**config.mk**
```make
export PLATFORM = sky130hd
export DESIGN_NAME = mem_access_ctrl
export DESIGN_NICKNAME = d
export VERILOG_FILES = /design/src/rtl/mem_access_ctrl.sv
export SDC_FILE = /design/constraint.sdc
export NUM_CORES = 1
export LEC_CHECK = 0
export ABC_AREA = 1
export CAP_MARGIN = 20
export CORE_MARGIN = 2
export CORE_UTILIZATION = 50
export CTS_CLUSTER_DIAMETER = 80
export DETAILED_ROUTE_END_ITERATION = 10
export PLACE_DENSITY = 0.81
export SYNTH_ARGS = -nofsm -noshare
export SYNTH_HDL_FRONTEND = slang
export SYNTH_SLANG_ARGS = --single-unit
```
**constraint.sdc**
```tcl
create_clock -name clk_i -period 2.45 [get_ports clk_i]
set_input_delay 0.49 -clock clk_i [delete_from_list [all_inputs] [get_ports clk_i]]
set_output_delay 0.49 -clock clk_i [all_outputs]
set_load 0.01 [all_outputs]
```
**src/rtl/mem_access_ctrl.sv**
```systemverilog
// MEM-stage load/store sequencer: one op via valid/ready, word-aligned memory request, lane-merged result.
// Optional MEM_ALIGN_CHECK_EN rejects misaligned LH/LHU/SH/LW/SW with err; TIMEOUT=0 disables the watchdog.
module mem_access_ctrl #(
  parameter int unsigned TIMEOUT = 255
) (
  input  logic        clk_i,
  input  logic        rst_i,
  input  logic        req_valid_i,
  output logic        req_ready_o,
  input  logic [3:0]  req_op_i,
  input  logic [31:0] req_addr_i,
  input  logic [31:0] req_rt_i,
  output logic        mem_valid_o,
  input  logic        mem_ready_i,
  output logic [31:0] mem_addr_o,
  output logic        mem_wen_o,
  output logic [31:0] mem_wdata_o,
  output logic [3:0]  mem_wstrb_o,
  input  logic [31:0] mem_rdata_i,
  input  logic        mem_rvalid_i,
  output logic        mem_rready_o,
  output logic        done_o,
  output logic [31:0] result_o,
  output logic        rf_wen_o,
  output logic        err_o
);

  localparam int unsigned WDW = (TIMEOUT < 2) ? 1 : $clog2(TIMEOUT + 1);
  localparam logic [WDW-1:0] WD_LAST = (TIMEOUT == 0) ? '0 : WDW'(TIMEOUT - 1);

  localparam logic [3:0] OP_LB  = 4'd0;
  localparam logic [3:0] OP_LH  = 4'd1;
  localparam logic [3:0] OP_LWL = 4'd2;
  localparam logic [3:0] OP_LW  = 4'd3;
  localparam logic [3:0] OP_LBU = 4'd4;
  localparam logic [3:0] OP_LHU = 4'd5;
  localparam logic [3:0] OP_LWR = 4'd6;
  localparam logic [3:0] OP_SB  = 4'd8;
  localparam logic [3:0] OP_SH  = 4'd9;
  localparam logic [3:0] OP_SWL = 4'd10;
  localparam logic [3:0] OP_SW  = 4'd11;
  localparam logic [3:0] OP_SWR = 4'd14;

  typedef enum logic [1:0] {S_IDLE, S_REQ, S_RESP, S_DONE} state_e;

  state_e          state_q, state_d;
  logic [3:0]      op_q, op_d;
  logic [31:0]     addr_q, addr_d;
  logic [31:0]     rt_q, rt_d;
  logic [31:0]     result_q, result_d;
  logic            err_q, err_d;
  logic [WDW-1:0]  wd_q, wd_d;

  logic [1:0]      ea_q;
  logic [1:0]      inv_ea;
  logic [3:0]      st_strb;
  logic [31:0]     st_data;
  logic [31:0]     ld_data;
  logic [7:0]      ld_byte;
  logic [15:0]     ld_half;
  logic            in_req;
  logic            in_done;
  logic            wd_expired;

  function automatic logic op_valid(input logic [3:0] op);
    case (op)
      OP_LB, OP_LH, OP_LWL, OP_LW, OP_LBU, OP_LHU, OP_LWR,
      OP_SB, OP_SH, OP_SWL, OP_SW, OP_SWR: return 1'b1;
      default:                             return 1'b0;
    endcase
  endfunction

  function automatic logic op_misaligned(input logic [3:0] op, input logic [1:0] ea);
    logic bad;
    bad = 1'b0;
`ifdef MEM_ALIGN_CHECK_EN
    if ((op == OP_LH || op == OP_LHU || op == OP_SH) && ea[0]) bad = 1'b1;
    if ((op == OP_LW || op == OP_SW) && (ea != 2'b00))         bad = 1'b1;
`else
    bad = (op == 4'hF) && (ea == 2'b11) && 1'b0;
`endif
    return bad;
  endfunction

  assign ea_q   = addr_q[1:0];
  assign inv_ea = 2'd3 - ea_q;

  always_comb begin
    st_strb = 4'b0000;
    st_data = '0;
    case (op_q)
      OP_SB: begin
        st_strb = 4'b0001 << ea_q;
        st_data = {24'b0, rt_q[7:0]} << {ea_q, 3'b000};
      end
      OP_SH: begin
        st_strb = ea_q[1] ? 4'b1100 : 4'b0011;
        st_data = ea_q[1] ? {rt_q[15:0], 16'b0} : {16'b0, rt_q[15:0]};
      end
      OP_SW: begin
        st_strb = 4'b1111;
        st_data = rt_q;
      end
      OP_SWL: begin
        st_strb = 4'b1111 >> inv_ea;
        st_data = rt_q >> {inv_ea, 3'b000};
      end
      OP_SWR: begin
        st_strb = 4'b1111 << ea_q;
        st_data = rt_q << {ea_q, 3'b000};
      end
      default: ;
    endcase
  end

  // Lane merge for the word currently presented on mem_rdata_i.
  always_comb begin
    ld_byte = mem_rdata_i[{ea_q, 3'b000} +: 8];
    ld_half = ea_q[1] ? mem_rdata_i[31:16] : mem_rdata_i[15:0];
    ld_data = '0;
    case (op_q)
      OP_LB:  ld_data = {{24{ld_byte[7]}}, ld_byte};
      OP_LBU: ld_data = {24'b0, ld_byte};
      OP_LH:  ld_data = {{16{ld_half[15]}}, ld_half};
      OP_LHU: ld_data = {16'b0, ld_half};
      OP_LW:  ld_data = mem_rdata_i;
      OP_LWL: begin
        case (ea_q)
          2'd0:    ld_data = {mem_rdata_i[7:0],  rt_q[23:0]};
          2'd1:    ld_data = {mem_rdata_i[15:0], rt_q[15:0]};
          2'd2:    ld_data = {mem_rdata_i[23:0], rt_q[7:0]};
          default: ld_data = mem_rdata_i;
        endcase
      end
      OP_LWR: begin
        case (ea_q)
          2'd0:    ld_data = mem_rdata_i;
          2'd1:    ld_data = {rt_q[31:24], mem_rdata_i[31:8]};
          2'd2:    ld_data = {rt_q[31:16], mem_rdata_i[31:16]};
          default: ld_data = {rt_q[31:8],  mem_rdata_i[31:24]};
        endcase
      end
      default: ;
    endcase
  end

  assign wd_expired = (TIMEOUT != 0) && (wd_q == WD_LAST);

  always_comb begin
    state_d  = state_q;
    op_d     = op_q;
    addr_d   = addr_q;
    rt_d     = rt_q;
    result_d = result_q;
    err_d    = err_q;
    wd_d     = wd_q;
    case (state_q)
      S_IDLE: begin
        if (req_valid_i) begin
          op_d     = req_op_i;
          addr_d   = req_addr_i;
          rt_d     = req_rt_i;
          result_d = '0;
          wd_d     = '0;
          if (!op_valid(req_op_i) || op_misaligned(req_op_i, req_addr_i[1:0])) begin
            err_d   = 1'b1;
            state_d = S_DONE;
          end else begin
            err_d   = 1'b0;
            state_d = S_REQ;
          end
        end
      end
      S_REQ: begin
        if (mem_ready_i) begin
          wd_d    = '0;
          state_d = op_q[3] ? S_DONE : S_RESP;
        end else if (wd_expired) begin
          err_d   = 1'b1;
          state_d = S_DONE;
        end else if (TIMEOUT != 0) begin
          wd_d = wd_q + 1'b1;
        end
      end
      S_RESP: begin
        if (mem_rvalid_i) begin
          result_d = ld_data;
          state_d  = S_DONE;
        end else if (wd_expired) begin
          err_d   = 1'b1;
          state_d = S_DONE;
        end else if (TIMEOUT != 0) begin
          wd_d = wd_q + 1'b1;
        end
      end
      default: begin
        state_d = S_IDLE;
      end
    endcase
  end

  always_ff @(posedge clk_i) begin
    if (rst_i) begin
      state_q  <= S_IDLE;
      op_q     <= '0;
      addr_q   <= '0;
      rt_q     <= '0;
      result_q <= '0;
      err_q    <= 1'b0;
      wd_q     <= '0;
    end else begin
      state_q  <= state_d;
      op_q     <= op_d;
      addr_q   <= addr_d;
      rt_q     <= rt_d;
      result_q <= result_d;
      err_q    <= err_d;
      wd_q     <= wd_d;
    end
  end

  assign in_req  = (state_q == S_REQ);
  assign in_done = (state_q == S_DONE);

  assign req_ready_o  = (state_q == S_IDLE);
  assign mem_valid_o  = in_req;
  assign mem_addr_o   = in_req ? {addr_q[31:2], 2'b00} : '0;
  assign mem_wen_o    = in_req & op_q[3];
  assign mem_wdata_o  = in_req ? st_data : '0;
  assign mem_wstrb_o  = in_req ? st_strb : 4'b0000;
  assign mem_rready_o = (state_q == S_RESP);
  assign done_o       = in_done;
  assign result_o     = (in_done && !err_q) ? result_q : '0;
  assign err_o        = in_done & err_q;
  assign rf_wen_o     = in_done & ~err_q & ~op_q[3];

endmodule

```
# == Yosys cells after proc, flatten, opt, wreduce, memory -nomap -nowiden ==
# Memories as Yosys holds them, arrays and structs flattened.
# Cells that the tools add are included.
# op_classes
add_sub_neg,2
eq_ne,21
shift,7
n_mux,35
bitwise_logic,6
n_reduce_logical,11
# op_table
op,count
$pmux W32 S7,1
$mux W32,6
$pmux W32 S3,2
$pmux W32 S5,1
$pmux W32 S2,1
$mux W8,4
$shiftx A32 B6 Y8,1
$shl A32 B5 Y32,1
$shl A8 B5 Y32,1
$shr A32 B5 Y32,1
$pmux W8 S3,1
$eq A4 B4 Y1 const B,5
$pmux W4 S5,1
$mux W16,1
$eq A4 B3 Y1 const B,3
$mux W2,5
$add A8 B1 Y8 const B,1
$eq A4 B2 Y1 const B,2
$eq A8 B8 Y1 const B,1
$mux W1,8
$mux W4,2
$ne A2 B2 Y1 const B,4
$eq A2 B2 Y1 const B,3
$pmux W2 S3,1
18 further kinds,25
# totals
regBits,111
mem_bits_ro,16
inputBits,105
wordCells,90
memories,1
# memory_table
name,depth,width,rd,rd_ports_with_merged_regs,wr,line_no,text
(no name shown),16,1,1,0,0,66,case (op)

# == Depth between registers and ports, before layout ==
# An unclocked memory read counts as a cell.
# depth
word_depth,6
mapped_depth,11
depth_no_buf,10

# == Worst setup path after synthesis ==
# No wires, ideal clock.
# synth_timing
path_type,reg-to-output
start,reg op_q[3]
end,out mem_wdata_o[16]
t_arrival_ns,1.446
required_time_ns,1.960
slack_ns,0.514
stages_incl_launch_ff,8
cell_sequence,dfxtp_1 -> buf_4 -> inv_4 -> nor3_4 -> nor2_4 -> o21ai_4 -> nand2_1 -> a21oi_1
# synth_between
elab_chain_len,3
# synth_lines
element,line_no,text
start: declaration,47,"logic [3:0] op_q, op_d;"
start signal: assignment,213,op_q <= op_d;
$eq A4 B4 Y1,91,case (op_q)
$pmux W32 S5 (*),91,
$mux W32 (*),229,assign mem_wdata_o = in_req ? st_data : '0;
end: declaration,17,"output logic [31:0] mem_wdata_o,"
# Mark *: on every way between the ends. The rest lies on a longest branch, timed or not.

# == Worst setup path in the final report ==
# layout_timing
start,reg addr_q[0]
end,out mem_wdata_o[10]
# layout_between
elab_chain_len,4
# layout_lines
element,line_no,text
start: declaration,48,"logic [31:0] addr_q, addr_d;"
start signal: assignment,214,addr_q <= addr_d;
$sub A2 B2 Y2,86,assign inv_ea = 2'd3 - ea_q;
$shr A32 B5 Y32,106,"st_data = rt_q >> {inv_ea, 3'b000};"
$pmux W32 S5 (*),91,
$mux W32 (*),229,
# Marks and branches as above.

==> results.toml <==
[run_status]
outcome = "finished with violations"
violations = "negative setup slack"

[placed_design]
io_buffers = 209
dp_hpwl_um = 24430
gp_congestion = 0.9703
dp_slack_ns = -0.06539

[timing]
final.setup_skew_ns = 0.01011
fin_ws_ns = -0.1561
hold_violations = 0
setup_violations = 11
worstMarginPinSlew_ns = 0.6980
fin_crit_ns = 2.606
min_period_over_period = 1.064
grt_setup_unrepaired = "yes"
slew_violations = 0
slew_headroom = 0.5304
fmax_mhz = 383.7

[critical_path]
critical_path_class = "reg -> out"
worstSetupStartpointType = "register"
worst-path-buf-inv = 4
path_cells = "clkinvlp_4 > buf_4 > nand2_1 > o21ai_1 > or2_1 > o211ai_1 > o21ai_2 > inv_1 > buf_2"
setup.worst_path.end_class = "output port"
worstSetupPathDepth = 9
path_delay_family = "buffers and inverters"
cp_slowest_cell = "dfxtp_4"
worst-endpoint-arrival_ns = 2.12
path_max_fanout = 5
slowest_delay_ns = 0.44
critPathRequiredTime_ns = 1.96
reg2reg_depth = 9

[logic_synthesis]
ys_seq_elements = 111
synth_flop_cell = "dfxtp_1"
synth_most_common_cell = "nand2_1"
avgSynthCellArea_um2 = 5.591
netlist.area_leader.share = 0.2664
async_reset_ff_frac = 0
yosysWarnings = 0
yosys-top-cells-count = "nand2_1, nor2_1, inv_1"
yosysSeqAreaShare = 0.2664
ys_types = 45
netlist_area_um2 = 8342
synth_area_leaders = "dfxtp_1, nand2_1, nor2_1"
syn_inst = 1492
synth-edff-count = 0
synth_top_cell_by_area = "dfxtp_1"

[layout]
register_area_um2 = 2245
diodes = 0
area_growth_pct = 50.58
final_nets = 1903
fin_util = 0.7628
multi_input_area_um2 = 5483
fillers = 1344
drive_gt1_frac = 0.1832

[floorplanning]
fp.dieArea_um2 = 17730
start_util = 0.5066
row_count = 47
die_y_um = 133.2
fp.dieW_um = 133.2
io_pins = 212
fp.coreArea_um2 = 16470

[route]
drc = 0
vias = 11369
ant_nets = 0
routed_wl_um = 36460
vias_per_cell = 5.639
drt_iter0_drc = 957
drt_pass1_iterations = 6
avgRoutedWirePerCell_um = 18.09

[global_routing]
grt_max_degree = 77
antenna_found_initial = 0
grt_pass1_vias = 10440
grt_overflow = 0
grt_pass1_wl_um = 54350
grt_usage = 0.3874

[power]
p_leak_nw = 6.165
powerDensity_nw_per_um2 = 768.4
total_power_mw = 9.651
vdd_drop_max_mv = 0.5453

[hold_path]
hold_depth = 2
worstHoldPathType = "reg -> reg"

[clocking]
cts_tree = "built"
cts_sinks = 111
hold_buffers = 0
clk_latency_ns = 0.37
clk_pin_slew_ns = 0.08
clk_path_buf_depth = 2
htree_num_levels = 3
numCtsBuffers = 9
cts-root-buf = "clkbuf_16"

[run]
cap_violations = 0
## metrics by stage
| step | TNS [ns] | area [µm²] | std cells | hold WS [ns] |
|---|---|---|---|---|
| 2_1_floorplan | 0 | 8346 | 1493 | 0.4453 |
| 3_3_place_gp | -0.2817 | 11200 | 1935 | 0.4536 |
| 3_5_place_dp | -0.3904 | 11200 | 1935 | 0.4558 |
| 4_1_cts | -0.7312 | 12130 | 1993 | 0.4679 |
| 5_1_grt | -1.713 | 12560 | 2016 | 0.4863 |
| 6_report | -0.7371 | 12560 | 2016 | 0.4673 |
## layout make-up
type / count / area share
multi-input cells: 1119 / 0.4365
inverters: 181 / 0.05688
clock buffers: 9 / 0.01793
flip-flops and latches: 111 / 0.1787
repair buffers: 369 / 0.2827
clock inverters: 7 / 0.005379
well taps: 220 / 0.02191
## metal layers
layer  track usage  share of wire  vias up
li1              -              -     5308
met1        0.4759           0.38     5080
met2        0.6313           0.45      796
met3       0.08866           0.11      185
met4        0.2116          0.062        0
met5             0              0        -
## power by group
group          switching (mW)  total [mW]  internal [mW]
clock                   0.790        1.52          0.725
combinational            3.43        5.70           2.27
sequential              0.296        2.44           2.14
total                    4.51        9.65           5.14
## sequential cells by signal (all words and copies together) (netlist names)
name	count
wd_q	8
result_q	32
err_q	1
rt_q	32
addr_q	32
op_q	4
state_q	2
## worst register-to-register path: stages (launching register included)
cell	delay [ns]
dfxtp_4	0.38
inv_4	0.08
ha_4	0.27
clkinvlp_4	0.21
buf_4	0.17
o21ai_0	0.27
nand2_1	0.14
nor2_2	0.30
o21ai_0	0.14
a21oi_1	0.17
## layout by cell type (no fill, tap or decap), types with 5 or more instances in the layout
cell	count
nand2_4	8
o21ai_4	9
a21oi_2	13
o21ai_0	123
buf_6	18
nor2_1	223
dfxtp_4	5
o21ai_1	23
clkbuf_16	11
nor2_2	12
buf_12	13
dlymetal6s2s_1	22
dlygate4sd2_1	6
nor2_4	8
nand2_1	404
nand2_2	13
o21ai_2	11
o211ai_1	14
dfxtp_1	103
nor3_1	16
clkbuf_2	8
a21oi_1	91
inv_1	161
ha_1	5
inv_4	8
buf_16	5
buf_4	122
nand3_1	93
buf_2	24
o22ai_1	9
clkdlybuf4s50_1	147
inv_2	7
## path summary, 6_finish.rpt
| check | slack, ns | startpoint | to |
|---|---|---|---|
| max | -0.16 | addr_q[0] | mem_wdata_o[10] |
| min | 0.47 | result_q[11] | result_q[11] |
| max reg2reg | 0.22 | state_q[1] | wd_q[2] |
| min reg2reg | 0.47 | result_q[11] | result_q[11] |
## logic make-up (layout without fill, tap and decap cells)
| kind of cell | after synthesis | count (layout) | synth area share |
|---|---|---|---|
| simple gates | 792 | 792 | 0.3865 |
| compound gates | 311 | 312 | 0.2023 |
| buf+inv | 264 | 566 | 0.1275 |
| flops | 111 | 111 | 0.2664 |
| fa+ha+maj | 7 | 7 | 0.01050 |
| xor+xnor | 6 | 6 | 0.006300 |
| other cells | 1 | 2 | 0.0004495 |
## what timing repair did
| action | in CTS | in global routing |
|---|---|---|
| setup buffers | 36 | 22 |
| cloned | 6 | 3 |
| hold endpoints to repair | 0 | 0 |
| resized for setup | 208 | 121 |
| endpoints found under the setup margin | 96 | 72 |
| pin swaps | 26 | 37 |
No activity file was read; power rests on OpenSTA's default activity.
